===== src/rtl/alarm_day_pkg.sv =====
// Shared types, day encodings and the reference workday decode for the
// day-of-week alarm block.
package alarm_day_pkg;

  localparam int DAY_W = 3;

  typedef logic [DAY_W-1:0] day_t;

  localparam day_t DAY_SUN = 3'd0;
  localparam day_t DAY_MON = 3'd1;
  localparam day_t DAY_TUE = 3'd2;
  localparam day_t DAY_WED = 3'd3;
  localparam day_t DAY_THU = 3'd4;
  localparam day_t DAY_FRI = 3'd5;
  localparam day_t DAY_SAT = 3'd6;
  localparam day_t DAY_HOL = 3'd7;

  // Behavioural reference: Monday..Friday are working days.
  function automatic logic is_workday(day_t d);
    logic r;
    case (d)
      DAY_SUN: r = 1'b0;
      DAY_MON: r = 1'b1;
      DAY_TUE: r = 1'b1;
      DAY_WED: r = 1'b1;
      DAY_THU: r = 1'b1;
      DAY_FRI: r = 1'b1;
      DAY_SAT: r = 1'b0;
      DAY_HOL: r = 1'b0;
      default: r = 1'b0;
    endcase
    return r;
  endfunction

endpackage


===== src/rtl/alarm_day_gate.sv =====
// Gate-level workday decoder: alarm_raw = (~d2 & (d1 | d0)) | (d2 & ~d1).
// Kept primitive-only so it stays an independent cross-check of the case decode.
module alarm_decode_gate (
  input  logic d2,
  input  logic d1,
  input  logic d0,
  output logic alarm_raw
);

  logic n_d2;
  logic n_d1;
  logic d1_or_d0;
  logic low_half;
  logic high_half;

  not u_n_d2  (n_d2, d2);
  not u_n_d1  (n_d1, d1);
  or  u_or10  (d1_or_d0, d1, d0);
  and u_low   (low_half, n_d2, d1_or_d0);
  and u_high  (high_half, d2, n_d1);
  or  u_out   (alarm_raw, low_half, high_half);

endmodule


===== src/rtl/alarm_day.sv =====
// Day-of-week register with registered weekday alarm and a sticky flag that
// trips whenever the gate-level and behavioural decoders disagree.
module alarm_day
  import alarm_day_pkg::*;
#(
  parameter day_t RESET_DAY = DAY_SUN
) (
  input  logic       clk,
  input  logic       rst_n,
  input  logic       alarm_en,
  input  logic       day_adv,
  input  logic       day_load,
  input  logic [2:0] day_load_val,
  output logic [2:0] day,
  output logic       alarm,
  output logic       dec_mismatch
);

  day_t day_q, day_d;
  logic alarm_q, alarm_d;
  logic mismatch_q, mismatch_d;
  logic struct_raw;
  logic behav_raw;

  // Both decoders look at the next day so alarm lines up with day, no lag.
  alarm_decode_gate u_dec_gate (
    .d2        (day_d[2]),
    .d1        (day_d[1]),
    .d0        (day_d[0]),
    .alarm_raw (struct_raw)
  );

  assign behav_raw = is_workday(day_d);

  always_comb begin
    // NOTE: every always_comb output gets a default first so no path can infer a latch.
    day_d = day_q;
    if (day_load) begin
      day_d = day_load_val;
    end else if (day_adv) begin
      day_d = day_q + day_t'(1);
    end
    alarm_d    = alarm_en & behav_raw;
    mismatch_d = mismatch_q | (struct_raw != behav_raw);
  end

  // NOTE: sequential state uses non-blocking assignments so all registers update together.
  always_ff @(posedge clk or negedge rst_n) begin
    if (!rst_n) begin
      day_q      <= RESET_DAY;
      alarm_q    <= 1'b0;
      mismatch_q <= 1'b0;
    end else begin
      day_q      <= day_d;
      alarm_q    <= alarm_d;
      mismatch_q <= mismatch_d;
    end
  end

  assign day          = day_q;
  assign alarm        = alarm_q;
  assign dec_mismatch = mismatch_q;

endmodule


===== config.mk =====
export PLATFORM = sky130hd
export DESIGN_NAME = alarm_day
export DESIGN_NICKNAME = d
export VERILOG_FILES = /design/src/rtl/alarm_day_pkg.sv /design/src/rtl/alarm_day_gate.sv /design/src/rtl/alarm_day.sv
export SDC_FILE = /design/constraint.sdc
export NUM_CORES = 1
export LEC_CHECK = 0
export ABC_AREA = 1
export ABC_CLOCK_PERIOD_IN_PS = 1500
export CAP_MARGIN = 20
export CORE_AREA = 2 2 39 41
export CTS_CLUSTER_SIZE = 14
export DETAILED_ROUTE_END_ITERATION = 16
export DIE_AREA = 0 0 41 43
export SLEW_MARGIN = 20
export SYNTH_ARGS = -nofsm -noshare
export SYNTH_HDL_FRONTEND = slang
export SYNTH_SLANG_ARGS = --single-unit

===== constraint.sdc =====
create_clock -name clk -period 1.5 [get_ports clk]
set_clock_uncertainty 0.15 [all_clocks]
set_input_delay 0.45 -clock clk [delete_from_list [all_inputs] [get_ports clk]]
set_output_delay 0.45 -clock clk [all_outputs]
set_load 0.05 [all_outputs]

==> impl_metrics.py <==
metrics = {
    "final_layout": {
        "diodes": 0,
        "drive_gt1_share_pct": 31.25,
        "finish.net_count": 59,
        "fillers": 145,
        "flow.area_growth_from_synthesis_pct": 77.78,
        "post-route-cell-area_um2": 440.4,
        "finalNonFillerCells": 64,
    },
    "clocking": {
        "cts-root-buf": "clkbuf_4",
        "cts.sinks": 4,
        "clockBufferDepth": 2,
        "cts_buffers": 3,
        "holdBufCountCts": 0,
        "cts_setup_buffers": 0,
        "worstSkewPairLatency_ps": 220,
        "cts_tree": "yes",
        "worst_setup_hold_path_clk_slew_ps": 30,
        "htree_levels": 1,
    },
    "worst_setup_path": {
        "path_delay_family": "flip-flops",
        "crit_fanout": 4,
        "critPathKind": "register to output pin",
        "path_cells": "buf_12",
        "worst_path_max_delay_cell": "dfrtp_2",
        "worstPathRequired_ps": 900,
        "crit_buf_inv": 1,
        "crit_arrival_ps": 810,
        "end_kind": "output pin",
        "start_kind": "register",
        "critPathMaxStageDelay_ps": 430,
    },
    "logic_synthesis": {
        "synthTopCellsByArea": "dfrtp_1 40%, nand2_1 15%, nand3_1 8.1%",
        "syn_inst": 34,
        "syn_nets": 43,
        "synth_top_area_share_pct": 40.40,
        "yosysMostFrequentCell": "nand2_1",
        "synth_edf_count": 0,
        "synth_cell_type_count": 12,
        "async_flop_share_pct": 100.0,
        "yosysWarnings": 0,
        "ys_seq_elements": 4,
        "synth_area_leader_cell": "dfrtp_1",
        "syn_avg_cell_area_um2": 7.286,
        "synthesis.area_um2": 247.7,
        "synthTopCellsByCount": "10 x nand2_1, 4 x dfrtp_1, 4 x inv_1, 4 x nand3_1",
        "ys.flop_type": "dfrtp_1",
        "synth_seq_area_share_pct": 40.40,
    },
    "timing": {
        "fin_crit_ps": 1414,
        "finalSetupTns_ps": 0,
        "drv_slew": 0,
        "rsz0062_at_grt": "no",
        "setup_ws_ps": 86.29,
        "finalCritPeriodShare_pct": 94.25,
        "setup_violations": 0,
        "timing.fmax_mhz": 707.4,
        "hold_viol": 0,
    },
    "place": {
        "io_buffers": 11,
        "placedCellCount": 62,
        "dp_slack_ps": -241.5,
        "place_congestion": 0.6880,
        "dpl_cell_area_um2": 427.9,
        "dp_hpwl_um": 370.4,
    },
    "routing": {
        "drc": 0,
        "vias": 232,
        "avgViaCountPerCell": 3.625,
        "dr.first_iter.drc_count": 2,
        "dr.pass1.iters": 4,
        "routed_wl_um": 412,
        "ant_nets": 0,
        "wire_per_inst_um": 6.438,
    },
    "grt": {
        "grt_start_max_net_pins": 6,
        "overflow": 0,
        "grt_usage_pct": 6.061,
        "grt_pass1_wl_um": 690,
        "antenna_found_initial": 0,
        "grt_pass1_vias": 203,
    },
    "power_and_ir_drop": {
        "leakage_uw": 0.0002237,
        "ir_worst_vdd_uv": 273.2,
        "total_power_uw": 429.6,
        "power_density_nw_per_um2": 975.4,
    },
    "die": {
        "die_height_um": 43,
        "start_util_pct": 17.90,
        "boundaryPins": 13,
        "die_w_um": 41,
        "rows": 14,
        "coreArea_um2": 1384,
        "die_area_um2": 1763,
    },
    "run": {
        "maxCapViolations": 0,
    },
    "min_path": {
        "min_path_type": "input pin to async pin",
    },
    "outcome": {
        "outcome": "finished clean",
    },
}
power by group:
| group | switching, uW | total [uW] | internal (uW) |
|---|---|---|---|
| clock | 35.1 | 124 | 88.9 |
| sequential | 15.8 | 138 | 122 |
| combinational | 87.3 | 168 | 80.5 |
path summary, 6_finish.rpt:
| path | startpoint | endpoint | slack (ps) | cells past startpoint |
|---|---|---|---|---|
| max reg2reg | day[0] | alarm | 90 | 7 |
| max | day[0] | day[0] | 90 | 1 |
| max in group asynchronous | rst_n | day[1] | 760 | 1 |
| min in group clk | day_load | day[2] | 510 | 3 |
| min | rst_n | day[2] | 270 | 1 |
| min reg2reg | day[0] | day[0] | 520 | 4 |
cells in the final DEF, fill, tap and decap left out:
cell type | synthesis | layout
conb_1 | 1 | 1
or2_0 | 2 | 2
inv_1 | 4 | 4
dfrtp_1 | 4 | 2
dfrtp_2 | 0 | 2
nand2_2 | 2 | 2
inv_2 | 2 | 2
dlygate4sd2_1 | 0 | 2
clkbuf_4 | 0 | 3
nand3_1 | 4 | 4
ha_1 | 1 | 1
buf_4 | 1 | 1
clkdlybuf4s50_1 | 0 | 5
nor2_1 | 2 | 2
buf_12 | 0 | 4
nand2_1 | 10 | 10
nand2_4 | 1 | 1
final cells by class:
type,instances,area [um2],area share [%]
Multi-Input combinational cell,23,117.6,26.70
Inverter,6,22.52,5.114
Timing Repair Buffer,12,155.1,35.23
Sequential cell,4,102.6,23.30
Tap cell,16,20.02,4.545
Clock buffer,3,22.52,5.114
cells by family (layout without fill, tap and decap cells):
kind of cell             Yosys count  after routing  synth area share (%)
adder cells (fa/ha/maj)            1              1                 5.050
buffers and inverters              7             21                 12.12
flip-flops                         4              4                 40.41
other                              1              1                 1.514
AND/OR/NAND/NOR                   21             21                 40.91
registers in the layout, summed over array words and instances (netlist names):
signal	flops
day	3
alarm	1
per-layer routing:
metal / vias up / wire (um) / global-route usage [%]
met5: - / 0 / 0
met3: 0 / 29 / 3.141
met1: 97 / 171 / 6.885
met2: 8 / 212 / 7.500
li1: 127 / - / -
met4: 0 / 0 / 6.000
what timing repair did:
item                                    4_1_cts  5_1_grt
endpoints found under the setup margin        2        0
resized for setup                             2        0
endpoints found under the hold margin         0        0
metrics by stage:
stage	hold WS (ps)	utilization, %
6_report	271.6	31.83
5_1_grt	280.0	31.83
4_1_cts	270.7	31.83
3_5_place_dp	509.6	30.92
3_3_place_gp	507.1	30.92
2_1_floorplan	4.409	-
No activity file was read; power rests on OpenSTA's default activity.
